File: config.mk
export PLATFORM = sky130hd
export DESIGN_NAME = if_fetch_unit
export DESIGN_NICKNAME = d
export VERILOG_FILES = /design/src/rtl/if_pkg.sv /design/src/rtl/if_fetch_unit_ifid_reg.sv /design/src/rtl/if_fetch_unit.sv
export SDC_FILE = /design/constraint.sdc
export NUM_CORES = 1
export LEC_CHECK = 0
export ABC_AREA = 1
export CAP_MARGIN = 15
export CORE_UTILIZATION = 58
export DETAILED_ROUTE_END_ITERATION = 7
export PLACE_DENSITY = 0.86
export SYNTH_ARGS = -nofsm -noshare
export SYNTH_HDL_FRONTEND = slang
export SYNTH_HIERARCHICAL = 1
export SYNTH_SLANG_ARGS = --single-unit
File: constraint.sdc
create_clock -name CLK -period 11.7 [get_ports CLK]
set_clock_uncertainty 0.2 [all_clocks]
set_input_delay 1.755 -clock CLK [delete_from_list [all_inputs] [get_ports CLK]]
set_output_delay 1.755 -clock CLK [all_outputs]
set_load 0.01 [all_outputs]
File: src/rtl/if_pkg.sv
// Shared constants and FSM encoding for the instruction-fetch stage.
package if_pkg;

    localparam logic [31:0] IF_NOP_INSTR = 32'h0000_0013;
    localparam logic [31:0] IF_RESET_PC  = 32'h0000_0000;

    typedef enum logic [1:0] {
        ST_FETCH = 2'd0,
        ST_HOLD  = 2'd1,
        ST_DRAIN = 2'd2
    } state_t;

    function automatic logic [31:0] pc_inc(input logic [31:0] pc);
        return pc + 32'd4;
    endfunction

endpackage

File: src/rtl/if_fetch_unit_ifid_reg.sv
// Pipeline register between fetch and decode: load enable plus bubble insert.
module ifid_reg
    import if_pkg::*;
#(
    parameter int                DATA_W    = 32,
    parameter logic [DATA_W-1:0] NOP_INSTR = IF_NOP_INSTR
) (
    input  logic              clk,
    input  logic              rst,
    input  logic              load,
    input  logic              flush,
    input  logic [DATA_W-1:0] d_instr,
    input  logic [DATA_W-1:0] d_pc,
    input  logic [DATA_W-1:0] d_pc4,
    input  logic              d_valid,
    output logic [DATA_W-1:0] instr,
    output logic [DATA_W-1:0] pc,
    output logic [DATA_W-1:0] pc4,
    output logic              valid
);

    // A bubble replaces only the instruction and valid; the PCs keep their last value.
    always_ff @(posedge clk) begin
        if (rst) begin
            instr <= NOP_INSTR;
            pc    <= '0;
            pc4   <= '0;
            valid <= 1'b0;
        end else if (flush) begin
            instr <= NOP_INSTR;
            valid <= 1'b0;
        end else if (load) begin
            instr <= d_instr;
            pc    <= d_pc;
            pc4   <= d_pc4;
            valid <= d_valid;
        end
    end

endmodule

File: src/rtl/if_fetch_unit.sv
// RV32I instruction fetch: PC, imem handshake FSM, one-entry skid buffer and IF/ID register.
module if_fetch_unit
    import if_pkg::*;
#(
    parameter logic [31:0] RESET_PC  = IF_RESET_PC,
    parameter logic [31:0] NOP_INSTR = IF_NOP_INSTR
) (
    input  logic        CLK,
    input  logic        RESET,
    input  logic        STALL,
    input  logic        BRANCH_TAKEN,
    input  logic [31:0] BRANCH_TARGET,
    output logic [31:0] IMEM_ADDRESS,
    output logic        IMEM_READ,
    input  logic [31:0] IMEM_READDATA,
    input  logic        IMEM_BUSYWAIT,
    output logic [31:0] INSTRUCTION,
    output logic [31:0] PC_OUT,
    output logic [31:0] PC_PLUS4,
    output logic        VALID
);

    localparam logic [31:0] RESET_PC_ALIGNED = RESET_PC & 32'hFFFF_FFFC;

    state_t      state, state_n;
    logic [31:0] pc, pc_n;
    logic [31:0] old_addr, old_addr_n;
    logic [31:0] buf_instr, buf_pc;
    logic        buf_valid, buf_valid_n, buf_load;
    logic        boot;
    logic        imem_read, accept;
    logic        ifid_load, ifid_flush, ifid_valid_d;
    logic [31:0] ifid_instr_d, ifid_pc_d;
    logic [31:0] target;

    assign target       = BRANCH_TARGET & 32'hFFFF_FFFC;
    // No request in the first cycle after reset, so memory sees a clean idle cycle.
    assign imem_read    = !boot && (state != ST_HOLD);
    assign accept       = imem_read && !IMEM_BUSYWAIT;
    assign IMEM_READ    = imem_read;
    assign IMEM_ADDRESS = (state == ST_DRAIN) ? old_addr : pc;

    always_comb begin
        state_n      = state;
        pc_n         = pc;
        old_addr_n   = old_addr;
        buf_valid_n  = buf_valid;
        buf_load     = 1'b0;
        ifid_load    = 1'b0;
        ifid_flush   = 1'b0;
        ifid_instr_d = IMEM_READDATA;
        ifid_pc_d    = pc;
        ifid_valid_d = 1'b1;
        if (BRANCH_TAKEN) begin
            ifid_flush  = 1'b1;
            pc_n        = target;
            buf_valid_n = 1'b0;
            case (state)
                ST_FETCH: begin
                    // An outstanding request must complete before the target can be issued.
                    if (imem_read && IMEM_BUSYWAIT) begin
                        old_addr_n = pc;
                        state_n    = ST_DRAIN;
                    end
                end
                ST_HOLD:  state_n = ST_FETCH;
                ST_DRAIN: if (accept) state_n = ST_FETCH;
                default:  state_n = ST_FETCH;
            endcase
        end else begin
            case (state)
                ST_FETCH: begin
                    if (accept) begin
                        if (!STALL) begin
                            ifid_load = 1'b1;
                            pc_n      = pc_inc(pc);
                        end else begin
                            buf_load    = 1'b1;
                            buf_valid_n = 1'b1;
                            state_n     = ST_HOLD;
                        end
                    end else if (!STALL) begin
                        ifid_flush = 1'b1;
                    end
                end
                ST_HOLD: begin
                    if (!STALL) begin
                        ifid_load    = 1'b1;
                        ifid_instr_d = buf_instr;
                        ifid_pc_d    = buf_pc;
                        ifid_valid_d = buf_valid;
                        pc_n         = pc_inc(buf_pc);
                        buf_valid_n  = 1'b0;
                        state_n      = ST_FETCH;
                    end
                end
                ST_DRAIN: if (accept) state_n = ST_FETCH;
                default:  state_n = ST_FETCH;
            endcase
        end
    end

    always_ff @(posedge CLK) begin
        if (RESET) begin
            state     <= ST_FETCH;
            pc        <= RESET_PC_ALIGNED;
            boot      <= 1'b1;
            buf_valid <= 1'b0;
        end else begin
            state     <= state_n;
            pc        <= pc_n;
            boot      <= 1'b0;
            buf_valid <= buf_valid_n;
        end
    end

    // Datapath holding registers; their contents are qualified by state/buf_valid.
    always_ff @(posedge CLK) begin
        old_addr <= old_addr_n;
        if (buf_load) begin
            buf_instr <= IMEM_READDATA;
            buf_pc    <= pc;
        end
    end

    ifid_reg #(
        .DATA_W    (32),
        .NOP_INSTR (NOP_INSTR)
    ) u_ifid (
        .clk     (CLK),
        .rst     (RESET),
        .load    (ifid_load),
        .flush   (ifid_flush),
        .d_instr (ifid_instr_d),
        .d_pc    (ifid_pc_d),
        .d_pc4   (pc_inc(ifid_pc_d)),
        .d_valid (ifid_valid_d),
        .instr   (INSTRUCTION),
        .pc      (PC_OUT),
        .pc4     (PC_PLUS4),
        .valid   (VALID)
    );

endmodule

==> impl_metrics.yaml, run 1 <==
logic_synthesis:
  synth_flop_cell: "dfxtp_1"
  ys_seq_area_share_pct: 47.2
  synth_compound_area_share_pct: 7.17
  netlist_area_mm2: 0.0118
  synthAdderAreaFrac_pct: 0.213
  synth_top_family_by_area: "simple AND/OR/NAND/NOR gates"
  syn_inst: 1593
  syn_avg_cell_area_um2: 7.38
  synth-async-reset-ratio_pct: 0
  yosysWarnings: 6
  ys_seq_elements: 229
  synth_cell_type_count: 42
  synth_xor_area_share_pct: 2.61
  synth.net_count: 1664
  synthSimpleGateAreaFrac_pct: 33.9
  muxShareOfSynthArea_pct: 0
  synth_edf_count: 96
hold_path:
  holdCritPathClass: "reg -> reg"
drt:
  dr.pass1.iters: 5
  num_vias: 10878
  postRouteAntennaNets: 0
  post_drt_via_cell_ratio: 5.35
  drt_iter0_drc: 867
  wirelength_um: 32500
  drc: 0
  wire_per_inst_um: 16.0
layout:
  post-route-util_pct: 74.1
  area_growth_pct: 23.9
  drive_above_1_share_pct: 7.01
  antenna_cells: 0
  fin_nets: 1821
placed_design:
  dp_slack_ns: 5.85
  dpl.hpwl_um: 22100
  place_congestion: 0.968
  port_buffers: 196
grt:
  track_usage_pct: 31.4
  grt_max_degree: 99
  grt-ovfl-total: 0
  grt_pass1_wl_um: 51000
  grt_pass1_vias: 10130
  grt_antenna_before_repair: 0
cts:
  cts_buffer_depth: 3
  h-tree-depth: 1
  cts-buffers-inserted: 24
  cts_post_setup_buffers_inserted: 0
  cts_resized: 0
  cts.root.buffer_cell: "clkbuf_16"
  cts_hold_buf: 0
  path_clk_slew_ns: 0.06
  tritoncts: "done"
  cts.sinks: 229
  clkLatencyLatePin_ns: 0.53
setup_path:
  crit_path_max_fanout: 98
  end_kind: "flip-flop"
  worstSetupPathType: "in -> reg"
  startpoint_type: "input port"
  cp.arrival_ns: 5.61
  ff2ff_setup_slack_ns: 7.57
  crit_required_ns: 11.96
pwr:
  power_frac_comb_pct: 13.6
  switching_share_pct: 25.8
  vdd_drop_max_v: 0.000113
  p_int_mw: 1.46
  p_switching_uw: 510
  clkPwrFrac_pct: 41.7
  power.leakage_nw: 5.72
  seq_power_share_pct: 44.7
  pwr_density_cell_mw_per_mm2: 136
timing:
  fmaxAchievable_ghz: 0.187
  fin_crit_ns: 5.35
  hold-worst-slack_ns: 0.261
  fin_crit_sh_pct: 45.8
  rsz0062_at_grt: "no"
  worst_pin_slew_ns: 1.05
  hold_viol: 0
  tns_ns: 0
  setup_viol: 0
  slew_violations: 0
  relSlewSlack_pct: 30.0
  finalWorstSetupSlack_ns: 6.35
job:
  maxCapViolations: 0
die:
  dieWidth_um: 144
  pin_count: 199
  fp.dieH_um: 144
  rows: 51
  start_util_pct: 59.8
  core_area_mm2: 0.0197
  dieArea_mm2: 0.0208
run_status:
  status: "complete, no violations"
[power groups by stage]
stage               sequential (mW)  clock, mW  combinational, mW
floorplan                     0.894          0              0.159
detailed placement            0.899          0              0.259
global placement              0.897          0              0.254
finish                        0.882      0.823              0.268
CTS                           0.882      0.827              0.262
global route                  0.885      0.856              0.294
[layout make-up]
type / instances / area (um2)
sequential: 229 / 5550
multi-input combinational: 1143 / 5180
inverter: 143 / 543
fill: 1508 / 5090
tap: 265 / 332
clock buffer: 33 / 717
timing repair buffer: 209 / 2100
clock inverter: 11 / 146
[cells in the final DEF (no fill, tap or decap), types with 3 or more instances in the layout]
| cell | Yosys | final |
|---|---|---|
| nand2_1 | 552 | 552 |
| nor2_1 | 212 | 210 |
| clkdlybuf4s50_1 | 0 | 196 |
| dfxtp_1 | 133 | 133 |
| inv_1 | 127 | 126 |
| nand3_1 | 114 | 114 |
| edfxtp_1 | 96 | 96 |
| a21oi_1 | 81 | 81 |
| o21ai_0 | 54 | 54 |
| clkbuf_16 | 0 | 26 |
| xor2_1 | 25 | 25 |
| o21ai_1 | 14 | 14 |
| nor2_2 | 14 | 14 |
| inv_2 | 14 | 14 |
| nor2_4 | 9 | 11 |
| buf_4 | 13 | 11 |
| nand3b_1 | 10 | 10 |
| nand2_2 | 10 | 10 |
| xnor2_1 | 10 | 10 |
| nor3_1 | 8 | 7 |
| nor3_2 | 4 | 5 |
| clkinv_2 | 0 | 5 |
| inv_4 | 2 | 4 |
| o21ai_2 | 4 | 4 |
| nand4_1 | 4 | 4 |
| clkbuf_8 | 6 | 4 |
| bufinv_16 | 0 | 3 |
| clkbuf_1 | 24 | 3 |
[cells in the mapped netlist, types with 2 or more instances]
cell / n / share of area (%)
nand3b_1: 10 / 0.64
xor2_1: 25 / 1.9
nor2_2: 14 / 0.75
o21a_1: 2 / 0.13
nand2_2: 10 / 0.53
buf_6: 11 / 1.1
buf_4: 13 / 0.83
nand3_1: 114 / 4.9
nand2_1: 552 / 18
nor2_4: 9 / 0.86
inv_2: 14 / 0.45
o21ai_0: 54 / 2.3
xnor2_1: 10 / 0.75
inv_1: 127 / 4.1
edfxtp_1: 96 / 25
clkbuf_8: 6 / 0.70
o21ai_2: 4 / 0.30
nor3_1: 8 / 0.34
a21oi_1: 81 / 3.5
nor2_1: 212 / 6.8
nand4_1: 4 / 0.21
clkbuf_1: 24 / 0.77
dfxtp_1: 133 / 23
a31oi_1: 2 / 0.11
inv_4: 2 / 0.11
ha_1: 2 / 0.21
o21ai_1: 14 / 0.60
nor3_2: 4 / 0.34
buf_1: 3 / 0.096
buf_2: 21 / 0.89
[final timing paths]
check | endpoint | start | cells past startpoint
worst min-delay path | u_ifid/instr[12]$_SDFFE_PP0P_ | u_ifid/instr[12]$_SDFFE_PP0P_ | 2
worst min register to register | u_ifid/instr[12]$_SDFFE_PP0P_ | u_ifid/instr[12]$_SDFFE_PP0P_ | 2
worst max-delay path | u_ifid/pc4[2]$_SDFFE_PP0P_ | BRANCH_TAKEN | 11
worst max register to register | u_ifid/pc4[2]$_SDFFE_PP0P_ | state[0]$_SDFFE_PP0P_ | 13
[through the flow]
step / instances / power, mW / cell area [um2]
floorplan: 1593 / 1.05 / 11800
global placement: 1987 / 1.15 / 13600
detailed placement: 1987 / 1.16 / 13600
CTS: 2031 / 1.97 / 14500
global route: 2033 / 2.03 / 14600
finish: 2033 / 1.97 / 14600
[cell families after synthesis]
family / after synthesis
compound gates: 160
xor+xnor: 35
fa+ha+maj: 2
buf+inv: 221
flops: 229
simple gates: 946
[flip-flops by register name, summed over array words and instances, names as in the netlist, 2 cells and up, named ones only]
| register | cells |
|---|---|
| buf_instr | 32 |
| buf_pc | 32 |
| old_addr | 32 |
| pc | 30 |
| state | 2 |
| u_ifid/instr | 32 |
| u_ifid/pc | 32 |
| u_ifid/pc4 | 32 |
[worst max-delay path: stages]
cell             delay (ns)
clkdlybuf4s50_1        0.39
buf_4                  0.22
inv_1                  0.08
buf_4                  0.45
nand2_1                0.18
nor2_4                 0.10
buf_4                  0.75
inv_2                  0.56
nor2_8                 0.77
nor2_1                 0.12
nor2_2                 0.13
[metal layers]
metal / global-route usage, % / part of all wire [%] / vias up
li1: - / - / 5363
met1: 41.9 / 41 / 4948
met2: 50.8 / 47 / 494
met3: 5.33 / 8.6 / 73
met4: 12.8 / 3.1 / 0
met5: 0 / 0 / -
No activity file was read; power rests on OpenSTA's default activity.
==> inputs of run 2 (changes only) <==
- CORE_UTILIZATION: 58 -> 49
- PLACE_DENSITY: 0.86 -> 0.78
- clock period: 11.7 -> 4.51 ns (I/O delays scaled with it)
==> run 2 against run 1 <==
Critical path depth decreased by 5. Highest routed layer unchanged. First-iteration DRC count increased by 21%. Critical path type is now reg -> out. Via count is 1.4% lower. Critical endpoint is now IMEM_ADDRESS[19]. Utilization down 12 points. Die area is 18% higher.
==> impl_metrics.yaml, run 2 (same netlist as run 1, synthesis figures left out) <==
placed_design:
  placed_area_mm2: 0.0137
  place_congestion: 0.890
  dp_slack_ns: 0.712
  dpl.hpwl_um: 22500
  dp.cells: 2043
  port_buffers: 196
cts:
  h-tree-depth: 1
  cts_post_setup_buffers_inserted: 0
  path_clk_slew_ns: 0.07
  cts_hold_buf: 0
  cts-buffers-inserted: 24
  cts_buffer_depth: 3
  tritoncts: "done"
  clkLatencyLatePin_ns: 0.52
  cts.root.buffer_cell: "clkbuf_16"
  cts.sinks: 229
  cts_resized: 0
timing:
  tns_ns: 0
  hold-worst-slack_ns: 0.262
  hold_viol: 0
  slew_violations: 0
  setup_viol: 0
  rsz0062_at_grt: "no"
  fin_crit_sh_pct: 85.6
  fmaxAchievable_ghz: 0.259
  worst_pin_slew_ns: 1.05
  relSlewSlack_pct: 29.7
  fin_crit_ns: 3.86
  finalWorstSetupSlack_ns: 0.649
setup_path:
  slowest_stage: "clkdlybuf4s50_1"
  path_cells: "inv_2, nor2_4, buf_4, nand2_1, o21ai_0, clkdlybuf4s50_1"
  path_delay_family: "buffers and inverters"
  worstSetupPathType: "reg -> out"
  end_kind: "output port"
  crit_path_max_fanout: 35
  crit_buf_inv: 3
  startpoint_type: "flip-flop"
  max_stage_delay_ns: 0.62
  cp.arrival_ns: 2.98
  crit_required_ns: 3.63
pwr:
  vdd_drop_max_v: 0.000215
  pwr_density_cell_mw_per_mm2: 340
  p_total_mw: 4.95
  power.leakage_nw: 5.68
drt:
  postRouteAntennaNets: 0
  met1_length_um: 13900
  wl_met3_um: 2580
  wirelength_um: 32400
  drc: 0
  post_drt_via_cell_ratio: 5.13
  dr.pass1.iters: 7
  topRoutingLayerUsed: "met4"
  wire_per_inst_um: 15.5
  drt_iter0_drc: 1051
  wl_met2_um: 14900
  num_vias: 10724
die:
  rows: 56
  fp.dieH_um: 157
  core_area_mm2: 0.0235
  start_util_pct: 50.1
  dieWidth_um: 157
  dieArea_mm2: 0.0246
  pin_count: 199
run_status:
  status: "complete, no violations"
grt:
  track_usage_pct: 26.1
  grt_pass1_vias: 9559
  grt_max_degree: 98
  grt_antenna_before_repair: 0
  grt_pass1_wl_um: 50300
  grt-ovfl-total: 0
job:
  maxCapViolations: 0
layout:
  antenna_cells: 0
  final_cells: 2089
  final_area_mm2: 0.0145
  post-route-util_pct: 62.0
  area_growth_pct: 23.8
  multi_input_area_mm2: 0.00517
  regArea_mm2: 0.00555
  layout_commonest_cell: "nand2_1"
  fin_nets: 1823
  num-fill-cells: 2095
  most-common-layout-cells: "nand2_1 (552), nor2_1 (210), clkdlybuf4s50_1 (196), dfxtp_1 (133), inv_1 (126)"
  drive_above_1_share_pct: 6.67
hold_path:
  holdCritPathClass: "reg -> reg"
[run 2: cell types whose count changed in the layout (fill, tap and decap cells not counted), moves of 2 or more]
cell,previous run,this run
clkbuf_8,4,2
clkbuf_1,3,5
clkinv_1,0,5
inv_4,4,2
[run 2: path summary, 6_finish.rpt]
kind / from / end / slack (ns) / cells after the start
max: state[1]$_SDFFE_PP0P_ / IMEM_ADDRESS[19] / 0.65 / 6
min: u_ifid/instr[13]$_SDFFE_PP0P_ / u_ifid/instr[13]$_SDFFE_PP0P_ / 0.26 / 2
max reg2reg: state[1]$_SDFFE_PP0P_ / u_ifid/pc4[28]$_SDFFE_PP0P_ / 1.48 / 12
min reg2reg: u_ifid/instr[13]$_SDFFE_PP0P_ / u_ifid/instr[13]$_SDFFE_PP0P_ / 0.26 / 2
[run 2: final cells by class]
type,count,area share [%]
clock buffers,32,4.62
clock inverters,12,0.740
inverters,143,3.73
multi-input cells,1143,35.6
flip-flops and latches,229,38.1
well taps,319,2.74
repair buffers,211,14.5
[run 2: power breakdown]
group | leakage [nW] | internal, mW | switching [mW] | total (mW)
Combinational | 3.33 | 0.273 | 0.408 | 0.681
Clock | 0.384 | 1.16 | 0.816 | 1.97
Sequential | 1.96 | 2.23 | 0.0639 | 2.30
Total | 5.68 | 3.66 | 1.29 | 4.95
[run 2: metal layers]
metal	up-vias	global-route usage, %
li1	5367	-
met1	4863	36.6
met2	433	41.4
met3	61	3.68
met4	0	8.12
met5	-	0
[run 2: worst min-delay path: stages, from the launching register on]
cell and delay, ns:
dfxtp_1 0.31, nand2_1 0.06, a21oi_1 0.05
